File: config.mk
export PLATFORM = sky130hd
export DESIGN_NAME = aes_mc_inv_col_seq
export DESIGN_NICKNAME = d
export VERILOG_FILES = /design/src/rtl/aes_mc_inv_col_seq_pkg.sv /design/src/rtl/aes_mc_single_column_inverse.sv /design/src/rtl/aes_mc_inv_col_seq.sv
export SDC_FILE = /design/constraint.sdc
export NUM_CORES = 1
export LEC_CHECK = 0
export CORE_MARGIN = 1
export CORE_UTILIZATION = 51
export DETAILED_ROUTE_END_ITERATION = 10
export PLACE_DENSITY = 0.81
export SETUP_SLACK_MARGIN = 0.1
export SLEW_MARGIN = 30
export SYNTH_ARGS = -nofsm -noshare
export SYNTH_HDL_FRONTEND = slang
export SYNTH_SLANG_ARGS = --single-unit
File: constraint.sdc
create_clock -name clk -period 3.6 [get_ports clk]
set_input_delay 0.36 -clock clk [delete_from_list [all_inputs] [get_ports clk]]
set_output_delay 0.36 -clock clk [all_outputs]
set_load 0.005 [all_outputs]
File: src/rtl/aes_mc_inv_col_seq_pkg.sv
// Shared definitions for the column-serial inverse MixColumns sequencer:
// state/column geometry, FSM encoding and the GF(2^8) doubling helper.
package aes_mc_inv_col_seq_pkg;

    localparam int STATE_W  = 128;
    localparam int COL_W    = 32;
    localparam int NUM_COLS = 4;
    localparam int BYTE_W   = 8;

    typedef enum logic [1:0] {
        FSM_IDLE = 2'd0,
        FSM_RUN  = 2'd1,
        FSM_DONE = 2'd2
    } fsm_t;

    // Multiply a byte by x in GF(2^8) modulo x^8 + x^4 + x^3 + x + 1.
    function automatic logic [BYTE_W-1:0] xtime(input logic [BYTE_W-1:0] b);
        return {b[BYTE_W-2:0], 1'b0} ^ (b[BYTE_W-1] ? 8'h1b : 8'h00);
    endfunction

endpackage

File: src/rtl/aes_mc_single_column_inverse.sv
// Single-column AES inverse MixColumns. Byte r of the column sits at
// bits [8r+7:8r]; each output row is a rotated {0e,0b,0d,09} combination.
module aes_mc_single_column_inverse
    import aes_mc_inv_col_seq_pkg::*;
(
    input  logic [COL_W-1:0] cin,
    output logic [COL_W-1:0] cout
);

    logic [BYTE_W-1:0] m9  [NUM_COLS];
    logic [BYTE_W-1:0] m11 [NUM_COLS];
    logic [BYTE_W-1:0] m13 [NUM_COLS];
    logic [BYTE_W-1:0] m14 [NUM_COLS];

    // Per input byte: build x2/x4/x8 by repeated doubling, then the four
    // constant multiples the inverse matrix needs.
    generate
        for (genvar gi = 0; gi < NUM_COLS; gi++) begin : g_mul
            logic [BYTE_W-1:0] a;
            logic [BYTE_W-1:0] x2;
            logic [BYTE_W-1:0] x4;
            logic [BYTE_W-1:0] x8;
            assign a       = cin[gi*BYTE_W +: BYTE_W];
            assign x2      = xtime(a);
            assign x4      = xtime(x2);
            assign x8      = xtime(x4);
            assign m9[gi]  = x8 ^ a;
            assign m11[gi] = x8 ^ x2 ^ a;
            assign m13[gi] = x8 ^ x4 ^ a;
            assign m14[gi] = x8 ^ x4 ^ x2;
        end
    endgenerate

    // Output row r = 0e*a[r] ^ 0b*a[r+1] ^ 0d*a[r+2] ^ 09*a[r+3] (indices mod 4).
    generate
        for (genvar gi = 0; gi < NUM_COLS; gi++) begin : g_row
            assign cout[gi*BYTE_W +: BYTE_W] = m14[gi]
                                             ^ m11[(gi + 1) % NUM_COLS]
                                             ^ m13[(gi + 2) % NUM_COLS]
                                             ^ m9[(gi + 3) % NUM_COLS];
        end
    endgenerate

endmodule

File: src/rtl/aes_mc_inv_col_seq.sv
// Inverse MixColumns over a full AES state using one shared column unit,
// one column per cycle. Fixed 4-cycle latency in both normal and bypass mode.
module aes_mc_inv_col_seq
    import aes_mc_inv_col_seq_pkg::*;
(
    input  logic               clk,
    input  logic               rst,
    input  logic               in_valid,
    output logic               in_ready,
    input  logic [STATE_W-1:0] in_data,
    input  logic               in_bypass,
    output logic               out_valid,
    input  logic               out_ready,
    output logic [STATE_W-1:0] out_data
);

    fsm_t               state_reg;
    fsm_t               state_next;
    logic [STATE_W-1:0] st_reg;
    logic [STATE_W-1:0] res_reg;
    logic [1:0]         col_cnt;
    logic               bypass_reg;
    logic               accept;

    logic [COL_W-1:0]    st_col [NUM_COLS];
    logic [COL_W-1:0]    unit_in;
    logic [COL_W-1:0]    unit_out;
    logic [COL_W-1:0]    wb_col;
    logic [NUM_COLS-1:0] col_we;

    // Column split of the captured state and per-column write enables.
    generate
        for (genvar gi = 0; gi < NUM_COLS; gi++) begin : g_col
            assign st_col[gi] = st_reg[gi*COL_W +: COL_W];
            assign col_we[gi] = (state_reg == FSM_RUN) && (col_cnt == 2'(gi));
        end
    endgenerate

    // The unit always sees the selected column so bypass costs the same time.
    assign unit_in = st_col[col_cnt];

    aes_mc_single_column_inverse u_unit (
        .cin  (unit_in),
        .cout (unit_out)
    );

    assign wb_col   = bypass_reg ? unit_in : unit_out;
    assign accept   = in_valid & in_ready;
    assign out_data = res_reg;

    // FSM state register.
    always_ff @(posedge clk) begin
        if (rst) begin
            state_reg <= FSM_IDLE;
        end else begin
            state_reg <= state_next;
        end
    end

    // Next state: DONE hands straight over to RUN when a new state is waiting.
    always_comb begin
        state_next = state_reg;
        case (state_reg)
            FSM_IDLE: if (accept) state_next = FSM_RUN;
            FSM_RUN:  if (col_cnt == 2'd3) state_next = FSM_DONE;
            FSM_DONE: if (out_ready) state_next = accept ? FSM_RUN : FSM_IDLE;
            default:  state_next = FSM_IDLE;
        endcase
    end

    // Handshake outputs decoded from the FSM state.
    always_comb begin
        in_ready  = 1'b0;
        out_valid = 1'b0;
        case (state_reg)
            FSM_IDLE: in_ready = 1'b1;
            FSM_DONE: begin
                in_ready  = out_ready;
                out_valid = 1'b1;
            end
            default: ;
        endcase
    end

    // Input capture and column counter.
    always_ff @(posedge clk) begin
        if (rst) begin
            st_reg     <= '0;
            bypass_reg <= 1'b0;
            col_cnt    <= 2'd0;
        end else if (accept) begin
            st_reg     <= in_data;
            bypass_reg <= in_bypass;
            col_cnt    <= 2'd0;
        end else if (state_reg == FSM_RUN) begin
            col_cnt    <= col_cnt + 2'd1;
        end
    end

    // Column write-back into the result register.
    always_ff @(posedge clk) begin
        if (rst) begin
            res_reg <= '0;
        end else begin
            for (int c = 0; c < NUM_COLS; c++) begin
                if (col_we[c]) res_reg[c*COL_W +: COL_W] <= wb_col;
            end
        end
    end

endmodule

**After elaboration in Yosys (flattened, before gate mapping)**

Cells that the tools add are included.

- Logic and storage cells: 99
- Bits of input ports: 133
- Register bits: 261

- Equality and inequality tests: 8
- Bitwise operators: 50
- Multiplexer cells: 23
- Reductions and logical operators: 8
- Magnitude comparators: 1
- Add/sub/neg operators: 1

Operators with widths:

| kind | number |
|---|---|
| XOR 8 bit | 48 |
| two-way mux 32 bit | 3 |
| binary-select mux 32 bit (select 2 bit) | 1 |
| two-way mux 5 bit | 12 |
| == test 2 bit, second input constant | 3 |
| two-way mux 2 bit | 3 |
| case mux 2 bit (3 select lines) | 1 |
| == test 2 x 1 -> 1 bit, second input constant | 2 |
| logical AND 1 bit | 4 |
| logical NOT 2 bit | 2 |
| inequality test 2 bit, second input constant | 2 |
| >= comparator 3 bit, second input constant | 1 |
| inverter 2 -> 3 bit | 1 |
| AND reduction 3 bit | 1 |
| adder 2 x 1 -> 2 bit, second input constant | 1 |
| two-way mux 1 bit | 2 |
| inequality test 2 x 1 -> 1 bit, second input constant | 1 |
| case mux 1 bit (2 select lines) | 1 |
| OR reduction 2 bit | 1 |
| AND 1 bit | 1 |

**Longest topological paths before layout**

- Depth after elaboration: 16
- Depth in mapped cells: 12

**By module**

A second synthesis with hierarchy kept.

- Cells, all modules: 1472
- Area, all modules: 13101.3 sq um

Modules (own cells, without submodules):

| module | times used | sequential area each (sq um) | area an instance (sq um) | cells an instance |
|---|---|---|---|---|
| aes_mc_inv_col_seq | 1 | 5225.0 | 10904.2 | 1265 |
| aes_mc_single_column_inverse | 1 | 0.0 | 2197.1 | 207 |

**Worst setup path after synthesis**

OpenSTA, ideal clock, no wires.

- Path kind: register -> register
- Start point: reg col_cnt[1]
- End point: reg res_reg[125] (netlist: out_data[125])
- Cell stages (with the launch flop): 10
- Slack: 0.527 ns
- Library setup time: 0.128 ns
- Arrival: 2.945 ns
- Buffers on the path: 2
- Clock period less this slack: 3.073 ns
- Data required time: 3.472 ns
- Cells stage by stage: dfxtp_1 > buf_6 > mux4_2 > buf_4 > xnor3_1 > xor3_2 > xnor3_2 > xnor2_2 > a222oi_1 > nor2_1

- Cells in the longest elaborated chain, start to end: 14
- Elaborated cells between the ends (all ways): 37
- Classes of those cells: eq/ne (1); mux (12); bitwise (23); reduce/logical (1)

Ends and longest elaborated chain:

| item | line | text |
|---|---|---|
| start, declared | aes_mc_inv_col_seq.sv:21 | `logic [1:0] col_cnt;` |
| start signal, assigned | aes_mc_inv_col_seq.sv:96 | `col_cnt <= col_cnt + 2'd1;` |
| inverter 2 -> 3 bit (not written as such) | aes_mc_inv_col_seq.sv:40 | `assign unit_in = st_col[col_cnt];` |
| binary-select mux 32 bit (select 2 bit) | aes_mc_inv_col_seq.sv:40 |  |
| two-way mux 32 bit (not written as such) (2 in series) | aes_mc_inv_col_seq.sv:40 |  |
| two-way mux 5 bit or XOR 8 bit (tied branches) | aes_mc_inv_col_seq_pkg.sv:18 | `return {b[BYTE_W-2:0], 1'b0} ^ (b[BYTE_W-1] ? 8'h1b : 8'h00);` |
| XOR 8 bit or two-way mux 5 bit (tied branches) | aes_mc_inv_col_seq_pkg.sv:18 |  |
| XOR 8 bit (2 in series) | aes_mc_inv_col_seq_pkg.sv:18 |  |
| XOR 8 bit (on tied branches) (2 in series) | aes_mc_single_column_inverse.sv:30, aes_mc_single_column_inverse.sv:28 |  |
| XOR 8 bit | aes_mc_single_column_inverse.sv:38 | `^ m11[(gi + 1) % NUM_COLS]` |
| XOR 8 bit | aes_mc_single_column_inverse.sv:39 | `^ m13[(gi + 2) % NUM_COLS]` |
| XOR 8 bit | aes_mc_single_column_inverse.sv:40 | `^ m9[(gi + 3) % NUM_COLS];` |
| two-way mux 32 bit | aes_mc_inv_col_seq.sv:47 | `assign wb_col = bypass_reg ? unit_in : unit_out;` |
| end signal, assigned by index | aes_mc_inv_col_seq.sv:106 | `if (col_we[c]) res_reg[c*COL_W +: COL_W] <= wb_col;` |
| end, declared | aes_mc_inv_col_seq.sv:20 | `logic [STATE_W-1:0] res_reg;` |

Parallel ways exist; a longest one is shown, timed or not. The select of a mux whose other input is x is not followed.
A chain may end at the register's enable or synchronous reset.

**Final worst setup path**

- Start point: reg col_cnt[1]
- End point: reg res_reg[67] (netlist: out_data[67])

- Cells in the longest elaborated chain, start to end: 14
- Elaborated cells between the ends (all ways): 39
- Classes of those cells: eq/ne (1); mux (14); bitwise (23); reduce/logical (1)

Ends and longest elaborated chain:

| item | line |
|---|---|
| inverter 2 -> 3 bit (not written as such) | aes_mc_inv_col_seq.sv:40 |
| binary-select mux 32 bit (select 2 bit) | aes_mc_inv_col_seq.sv:40 |
| two-way mux 32 bit (not written as such) (2 in series) | aes_mc_inv_col_seq.sv:40 |
| two-way mux 5 bit or XOR 8 bit (tied branches) | aes_mc_inv_col_seq_pkg.sv:18 |
| XOR 8 bit | aes_mc_inv_col_seq_pkg.sv:18 |
| XOR 8 bit or two-way mux 5 bit (tied branches) | aes_mc_inv_col_seq_pkg.sv:18 |
| XOR 8 bit | aes_mc_inv_col_seq_pkg.sv:18 |
| XOR 8 bit (on tied branches) (2 in series) | aes_mc_single_column_inverse.sv:30, aes_mc_single_column_inverse.sv:28 |
| XOR 8 bit | aes_mc_single_column_inverse.sv:38 |
| XOR 8 bit | aes_mc_single_column_inverse.sv:39 |
| XOR 8 bit | aes_mc_single_column_inverse.sv:40 |
| two-way mux 32 bit | aes_mc_inv_col_seq.sv:47 |

Parallel ways exist; a longest one is shown, timed or not. The select of a mux whose other input is x is not followed.

==> flow_metrics.tcl <==
set metrics [dict create \
    end_kind "flop" \
    critPathTopFamily "XOR/XNOR gates" \
    fp.dieH_um 157 \
    hold_viol_final 0 \
    pre_cts_slack_ps 190 \
    avgRoutedWirePerCell_um 18.6 \
    ys.flop_type "dfxtp_1" \
    seq_area_mm2 0.00523 \
    final_common_cell "nand2_1" \
    yosysWarnings 0 \
    whs_ps 369 \
    critPathKind "reg2reg" \
    dp.cells 1821 \
    drv_slew 0 \
    grt_start_max_net_pins 118 \
    status "finished clean" \
    grt_pass1_vias 9826 \
    p_int_mw 6.27 \
    tns_ps 0 \
    async_flop_share_pct 0 \
    cts_max_level 1 \
    n_fill_cell 1829 \
    grt_overflow_total 0 \
    cap_violations 0 \
    drt_iter0_drc 900 \
    clock_sinks 261 \
    power_frac_comb_pct 34.9 \
    via_count 10400 \
    p_leak_nw 5.98 \
    clkPwrFrac_pct 30.5 \
    start_util_pct 52.3 \
    synth-edff-count 0 \
    cp_slowest_stage_delay_ps 690 \
    placementRows 56 \
    syn_to_final_growth_pct 30.6 \
    root_buffer "clkbuf_16" \
    grt_antenna_before_repair 0 \
    net-switching-power_mw 2.92 \
    pwr-share-seq_pct 34.6 \
    via_per_inst 5.57 \
    ioPinCount 263 \
    grt_use_total_pct 28.0 \
    crit_required_ps 4070 \
    finalPower_mw 9.19 \
    clockBufferDepth 3 \
    multiInputGateArea_mm2 0.00653 \
    grt_pass1_wl_mm 53.9 \
    synth_area_mm2 0.0123 \
    grt_util_met2_pct 46.5 \
    fmax_mhz 297 \
    crit_buf_inv 1 \
    core_area_mm2 0.0235 \
    layout.nets 1670 \
    finalSetupViolCount 0 \
    routed_wl_mm 34.8 \
    synth.net_count 1452 \
    postCtsHoldBufs 0 \
    cts_buffers 27 \
    start_kind "flop" \
    syn-instance-count 1315 \
    tritoncts "yes" \
    ant_nets 0 \
    portBuffers 262 \
    clk_pin_slew_ps 60 \
    cp_cell_sequence "buf_12 -> mux4_2 -> xor2_2 -> xnor3_1 -> xnor3_1 -> xnor2_1 -> a222oi_1 -> nor2_1" \
    holdCritPathClass "in2reg" \
    clock_latency_ps 540 \
    antennaDiodeCount 0 \
    slew_headroom_pct 50.8 \
    yosys-top-cells-area "dfxtp_1, nand2_1, mux4_2" \
    die-area_mm2 0.0248 \
    rsz0062_at_grt "yes" \
    synth_seq_cells 261 \
    fp.dieW_um 157 \
    timing.final.crit_share_pct 93.6 \
    worst_slack_ps 229 \
    final_cells 1871 \
    critPathMostFrequentCell "xnor3_1" \
    period_needed_ps 3370 \
    use_met3_pct 4.32 \
    yosysSeqAreaShare_pct 42.5 \
    skew_ps 13.3 \
    synth_top_area_cell "dfxtp_1" \
    drc_errors 0 \
    place_congestion 0.998 \
    switching_share_pct 31.8 \
    critPathSlowestCell "mux4_2" \
    drive_above_1_share_pct 9.28 \
    hpwl_mm 25.5 \
    powerDensity_mw_per_mm2 572 \
    worstPathArrival_ps 3840 \
    layout_common_cells "nand2_1, clkdlybuf4s50_1, dfxtp_1" \
    avgSynthCellArea_um2 9.36 \
    path_max_fanout 18 \
    firstDrtPassIters 7 \
    worst_pin_slew_ps 735 \
    use_met1_pct 37.9 \
    synth_top_cell_area_share_pct 42.5 \
    grt_busiest_layer "met2" \
    ys_types 41 \
    vdd_drop_max_mv 0.344 \
]
[synth_stat cells, types with 2 or more instances]
master	n
nand2_1	282
dfxtp_1	261
nor2_1	164
a21oi_1	137
clkbuf_1	86
xnor2_1	82
a211oi_1	59
mux4_2	32
xnor3_1	32
a222oi_1	24
a311oi_1	24
nor3_1	23
xor2_1	21
buf_2	12
buf_6	9
xnor2_2	9
mux2i_1	8
xor3_1	6
and2_1	5
xnor2_4	5
ha_1	4
inv_1	4
buf_4	3
o21ai_1	3
xnor3_2	3
o21a_1	2
[metrics by stage]
| stage | util [%] | cell area [µm²] |
|---|---|---|
| global route | 68.2 | 16100 |
| floorplan | - | 12300 |
| finish | 68.2 | 16100 |
| CTS | 68.1 | 16000 |
| global placement | 64.3 | 15100 |
| detailed placement | 64.3 | 15100 |
[per-layer routing]
metal  share of wire [%]  vias up
met4                 2.5        0
met3                 7.8       60
met2                  47      498
met1                  43     4947
li1                    -     4921
met5                   0        -
[cell type report]
type                       count  area share (%)
tap                          319            2.48
clock buffer                  41            4.97
clock inverter                 7           0.623
inverter                       5           0.117
sequential                   261            32.6
multi-input combinational    936            40.7
timing repair buffer         302            18.6
[power groups by stage]
stage	sequential, mW	combinational (mW)	clock, mW
final	3.18	3.21	2.80
after global routing	3.19	3.42	2.96
after CTS	3.18	3.18	2.82
after detailed placement	3.24	3.16	0
after global placement	3.24	3.11	0
after floorplan	3.21	2.14	0
[logic make-up after synthesis]
family | synth area share [%]
and+or+nand+nor | 15.0
DFF | 42.5
AOI/OAI and AO/OA | 13.4
xor gates and xnor gates | 17.6
buffers and inverters | 4.59
muxes | 6.62
adders and majority gates | 0.407
[worst min-delay path: stages]
cell and delay (ps):
clkdlybuf4s50_1 390, nand2_1 60, a21oi_1 50
[final timing paths]
kind                from  cells past startpoint  slack, ps            to
min reg2reg   st_reg[93]                      2        450    st_reg[93]
max reg2reg   col_cnt[1]                      8        230  out_data[67]
max           col_cnt[1]                      8        230  out_data[67]
min          in_data[91]                      3        370    st_reg[91]
[repair_timing]
action / in CTS / in global routing
setup endpoints to repair: 0 / 16
setup buffers: 0 / 2
resized for setup: 0 / 2
(Power assumes the default switching activity.)
